## config.mk

```make
export PLATFORM = sky130hd
export DESIGN_NAME = ram_access_engine
export DESIGN_NICKNAME = d
export VERILOG_FILES = /design/src/rtl/ram_access_engine.sv
export SDC_FILE = /design/constraint.sdc
export NUM_CORES = 1
export LEC_CHECK = 0
export ABC_AREA = 1
export BUFFER_PORTS_ARGS = -buffer_cell sky130_fd_sc_hd__buf_4
export CAP_MARGIN = 20
export CORE_AREA = 2 2 86 88
export CTS_CLUSTER_DIAMETER = 40
export CTS_CLUSTER_SIZE = 24
export DETAILED_ROUTE_END_ITERATION = 6
export DIE_AREA = 0 0 88 90
export HOLD_SLACK_MARGIN = 0.15
export PLACE_DENSITY = 0.76
export SLEW_MARGIN = 25
export SYNTH_ARGS = -nofsm -noshare
export SYNTH_HDL_FRONTEND = slang
export SYNTH_SLANG_ARGS = --single-unit
```

## constraint.sdc

```tcl
create_clock -name clk -period 3.8 [get_ports clk]
set_input_delay 0.76 -clock clk [delete_from_list [all_inputs] [get_ports clk]]
set_output_delay 0.76 -clock clk [all_outputs]
set_load 0.05 [all_outputs]
```

## src/rtl/ram_access_engine.sv

```systemverilog
// Command-driven sequencer for the 8-word dual-read/single-write datapath RAM.
// Runs FILL, COPY and SUM over wrapping address ranges and pulses done on completion.
module ram_access_engine #(
    parameter int DATA_W = 11,
    parameter int ADDR_W = 3
) (
    input  logic                     clk,
    input  logic                     reset,
    input  logic                     cmd_valid,
    output logic                     cmd_ready,
    input  logic [1:0]               cmd_op,
    input  logic [ADDR_W-1:0]        cmd_src,
    input  logic [ADDR_W-1:0]        cmd_dst,
    input  logic [ADDR_W:0]          cmd_len,
    input  logic [DATA_W-1:0]        cmd_data,
    output logic                     Write_Enable,
    output logic [ADDR_W-1:0]        Write_Address,
    output logic [DATA_W-1:0]        Write_Data,
    output logic [ADDR_W-1:0]        Read_Address_1,
    output logic [ADDR_W-1:0]        Read_Address_2,
    input  logic [DATA_W-1:0]        Read_Data_1,
    input  logic [DATA_W-1:0]        Read_Data_2,
    output logic                     busy,
    output logic                     done,
    output logic                     err,
    output logic [DATA_W+ADDR_W-1:0] result
);

    localparam int LEN_W = ADDR_W + 1;
    localparam int RES_W = DATA_W + ADDR_W;
    localparam logic [LEN_W-1:0] DEPTH = LEN_W'(1 << ADDR_W);

    localparam logic [1:0] OP_FILL = 2'b00;
    localparam logic [1:0] OP_COPY = 2'b01;
    localparam logic [1:0] OP_SUM  = 2'b10;
    localparam logic [1:0] OP_RSVD = 2'b11;

    typedef enum logic [1:0] {IDLE, RUN, DONE} state_t;

    state_t              state_q, state_d;
    logic [LEN_W-1:0]    i_q, i_d;
    logic [1:0]          op_q, op_d;
    logic [ADDR_W-1:0]   src_q, src_d;
    logic [ADDR_W-1:0]   dst_q, dst_d;
    logic [LEN_W-1:0]    len_q, len_d;
    logic [DATA_W-1:0]   data_q, data_d;
    logic [RES_W-1:0]    result_q, result_d;
    logic                err_q, err_d;

    logic                we_raw;
    logic [LEN_W-1:0]    i_plus1, i_plus2;
    logic [ADDR_W-1:0]   rd_addr, wr_addr;

    assign i_plus1 = i_q + LEN_W'(1);
    assign i_plus2 = i_q + LEN_W'(2);
    assign rd_addr = src_q + i_q[ADDR_W-1:0];
    assign wr_addr = dst_q + i_q[ADDR_W-1:0];

    always_comb begin
        state_d        = state_q;
        i_d            = i_q;
        op_d           = op_q;
        src_d          = src_q;
        dst_d          = dst_q;
        len_d          = len_q;
        data_d         = data_q;
        result_d       = result_q;
        err_d          = err_q;
        we_raw         = 1'b0;
        Write_Address  = '0;
        Write_Data     = '0;
        Read_Address_1 = '0;
        Read_Address_2 = '0;

        case (state_q)
            IDLE: begin
                if (cmd_valid) begin
                    op_d     = cmd_op;
                    src_d    = cmd_src;
                    dst_d    = cmd_dst;
                    len_d    = (cmd_len > DEPTH) ? DEPTH : cmd_len;
                    data_d   = cmd_data;
                    i_d      = '0;
                    result_d = '0;
                    err_d    = (cmd_op == OP_RSVD);
                    if (cmd_op == OP_RSVD || cmd_len == '0) begin
                        state_d = DONE;
                    end else begin
                        state_d = RUN;
                    end
                end
            end
            RUN: begin
                case (op_q)
                    OP_FILL: begin
                        we_raw        = 1'b1;
                        Write_Address = wr_addr;
                        Write_Data    = data_q;
                        i_d           = i_plus1;
                        if (i_plus1 >= len_q) state_d = DONE;
                    end
                    OP_COPY: begin
                        Read_Address_1 = rd_addr;
                        we_raw         = 1'b1;
                        Write_Address  = wr_addr;
                        Write_Data     = Read_Data_1;
                        i_d            = i_plus1;
                        if (i_plus1 >= len_q) state_d = DONE;
                    end
                    OP_SUM: begin
                        // Port 2 covers the odd word; it is dropped on an odd-length tail.
                        Read_Address_1 = rd_addr;
                        Read_Address_2 = rd_addr + ADDR_W'(1);
                        result_d = result_q + RES_W'(Read_Data_1)
                                 + ((i_plus1 < len_q) ? RES_W'(Read_Data_2) : {RES_W{1'b0}});
                        i_d      = i_plus2;
                        if (i_plus2 >= len_q) state_d = DONE;
                    end
                    default: state_d = DONE;
                endcase
            end
            DONE: state_d = IDLE;
            default: state_d = IDLE;
        endcase
    end

    always_ff @(posedge clk) begin
        if (!reset) begin
            state_q  <= IDLE;
            i_q      <= '0;
            op_q     <= '0;
            src_q    <= '0;
            dst_q    <= '0;
            len_q    <= '0;
            data_q   <= '0;
            result_q <= '0;
            err_q    <= 1'b0;
        end else begin
            state_q  <= state_d;
            i_q      <= i_d;
            op_q     <= op_d;
            src_q    <= src_d;
            dst_q    <= dst_d;
            len_q    <= len_d;
            data_q   <= data_d;
            result_q <= result_d;
            err_q    <= err_d;
        end
    end

    // Gate the strobe with reset so an interrupted run never commits a write.
    assign Write_Enable = we_raw & reset;
    assign cmd_ready    = (state_q == IDLE);
    assign busy         = (state_q != IDLE);
    assign done         = (state_q == DONE);
    assign err          = err_q;
    assign result       = result_q;

endmodule

```

==> run_results.csv <==
group,metric,value,unit
power_and_ir_drop,power.total,2490,uW
timing,timing.final.crit_share,0.961,
power_and_ir_drop,power.leakage,0.00208,uW
flow_run,cap_violations,0,
setup_path,cp_cell_sequence,"ha_1, xor2_2, mux2i_1, inv_1, ha_1, nand2_1, inv_1, nand2_1, nand2_2, nor2_1, fa_1, ha_2, inv_1, fa_1, inv_2, nand3_1, nand3_1, nand2_1, nand2_1, nand2_1, nand2_1, nand3_1, nand2_1, nor2_1",
final_layout,nets,640,
cts,cts-root-buf,"clkbuf_8",
global_routing,grt_pass1_wl,14.0,mm
cts,clock_latency,310,ps
drt,post_drt_wl_per_cell,13.5,um
power_and_ir_drop,pwr-share-clk,0.153,
power_and_ir_drop,seqPwrFrac,0.238,
drt,wl,8.76,mm
cts,post-cts-setup-buffers,0,
drt,dr_total_vias,3281,
floorplanning,num_rows,31,
timing,min_period,3650,ps
power_and_ir_drop,p_per_area,606,nW/um^2
placement,port_buffers,86,
final_layout,final_cell_mix,"104 x nand2_1, 88 x buf_4, 75 x nor2_1",
drt,via_per_inst,5.05,
final_layout,n_antenna_cell,0,
floorplanning,die_height,90,um
timing,fin_ws,149,ps
cts,cts.repair.resized,0,
logic_synthesis,synth_ff_type,"dfxtp_1",
setup_path,cp-end-kind,"flip-flop",
final_layout,seq_area,883,um^2
final_layout,fillers,663,
final_layout,layout-drive-gt1-share,0.216,
final_layout,final_area,4100,um^2
worst_hold_path,holdPathStages,2,
logic_synthesis,syn_area,3240,um^2
cts,cts_sinks,44,
drt,drc,0,
worst_hold_path,hp-class,"reg2reg",
power_and_ir_drop,p_sw_frac,0.487,
setup_path,cp_num_cells,24,
setup_path,path_class,"reg2reg",
global_routing,grtUsageTotal,0.222,
cts,htreeDepth,2,
power_and_ir_drop,ir_drop,391,uV
global_routing,antenna_found_initial,0,
setup_path,critPathBufInv,4,
cts,cts_tree,"done",
power_and_ir_drop,p_comb_frac,0.609,
cts,hold_buffers,0,
timing,max_freq,274,MHz
setup_path,critPathLaunchType,"flip-flop",
floorplanning,coreArea,7020,um^2
timing,drv_slew,0,
final_layout,multi_input_area,2090,um^2
logic_synthesis,synth_fp_nets,558,
logic_synthesis,async_reset_ff_frac,0,
timing,maxSlewHeadroom,0.594,
setup_path,critPathMaxFanout,6,
floorplanning,die_area,7920,um^2
floorplanning,ios,87,
drt,drt_iter0_drc,156,
setup_path,cp.arrival,3860,ps
placement,gp_congestion,0.948,
drt,firstDrtPassIters,4,
logic_synthesis,synth_edf_count,0,
setup_path,path_delay_family,"adder cells",
timing,worstMarginPinSlew,608,ps
global_routing,grt_start_max_net_pins,32,
logic_synthesis,ys_warn_count,0,
setup_path,path_common_cell,"nand2_1",
timing,setup_viol,0,
timing,fin_worst_skew,10.5,ps
placement,place_worst_setup_slack,119,ps
logic_synthesis,synthCells,468,
cts,path_clk_slew,90,ps
placement,placed_area,3960,um^2
setup_path,critPathRequiredTime,4010,ps
logic_synthesis,synth.distinct_cells,38,
floorplanning,start_util,0.461,
power_and_ir_drop,p_int,1280,uW
cts,cts_buffer_depth,2,
timing,finalHoldViolCount,0,
power_and_ir_drop,p_switching,1210,uW
logic_synthesis,synth-seq-area-share,0.272,
run_status,status,"complete, no violations",
logic_synthesis,synth_seq_cells,44,
floorplanning,die_w,88,um
logic_synthesis,syn_area_per_cell,6.92,um^2
global_routing,grt_pass1_vias,3074,
placement,place_hpwl,6.88,mm
drt,antenna_left,0,
final_layout,final_common_cell,"nand2_1",
cts,numCtsBuffers,5,
setup_path,reg2regPathDepth,24,
setup_path,slowest_delay,480,ps
global_routing,overflow,0,
final_layout,area_delta_synth_final,26.6,%
setup_path,cp_slowest_cell,"fa_1",
flip-flops by register name, indices dropped and copies added, names as in the netlist:
register / flops
i_q: 4
op_q: 2
result: 14
err: 1
len_q: 4
data_q: 11
state_q: 2
src_q: 3
dst_q: 3
tightest hold or removal path, stage by stage (launching register included):
cell	delay, ps
dfxtp_1	350
nand2_1	60
o31ai_1	50
per-stage QoR:
step / TNS (ps) / std cells / hold WS, ps / utilization
after global placement: 0 / 642 / 453 / 0.564
after CTS: 0 / 650 / 483 / 0.580
after detailed placement: 0 / 642 / 456 / 0.564
final: 0 / 650 / 481 / 0.584
after floorplan: 0 / 468 / 447 / -
after global routing: -538 / 650 / 514 / 0.584
cell type report:
| cell class | instances | area share |
|---|---|---|
| clock buffers | 5 | 0.0168 |
| flip-flops and latches | 44 | 0.215 |
| repair buffers | 88 | 0.161 |
| well taps | 99 | 0.0302 |
| inverters | 61 | 0.0558 |
| clock inverters | 3 | 0.0113 |
| multi-input cells | 350 | 0.509 |
logic make-up (layout without fill, tap and decap cells):
logic type      after synthesis  count (layout)  share of synthesized area
mux                           1               1                    0.00309
simple gates                217             217                      0.275
compound gates               84              84                      0.147
flops                        44              44                      0.272
buf+inv                      74             157                     0.0915
fa+ha+maj                    42              42                      0.195
xor+xnor                      6               6                     0.0162
metal layers:
layer / vias to the layer above / GRT usage / wire (um)
met5: - / 0 / 0
met3: 11 / 0.0376 / 562
met1: 1501 / 0.283 / 3740
met4: 0 / 0.0641 / 123
li1: 1660 / - / -
met2: 109 / 0.381 / 4330
cell usage after synthesis (4+ instances only):
master,n,area [um^2]
ha_1,28,350
xor2_1,5,43.8
a21oi_1,38,190
nand2_1,105,394
nand3b_1,4,30.0
inv_1,56,210
o21ai_0,10,50.1
o21ai_1,21,105
nand3_1,21,105
nor2_1,75,282
fa_1,14,280
inv_2,5,18.8
clkbuf_1,7,26.3
dfxtp_1,44,881
worst paths after layout:
| check | endpoint | slack [ps] | from |
|---|---|---|---|
| min | err | 480 | err |
| max | result[13] | 150 | i_q[1] |
| min reg2reg | err | 480 | err |
| max reg2reg | result[13] | 150 | i_q[1] |
power groups by stage:
stage	clock network, uW	logic, uW	registers (uW)
2_1_floorplan	0	1050	635
3_3_place_gp	0	1420	596
3_5_place_dp	0	1460	600
4_1_cts	388	1470	589
5_1_grt	405	1710	601
6_report	380	1510	592
Power figures use the tool's default switching activity.
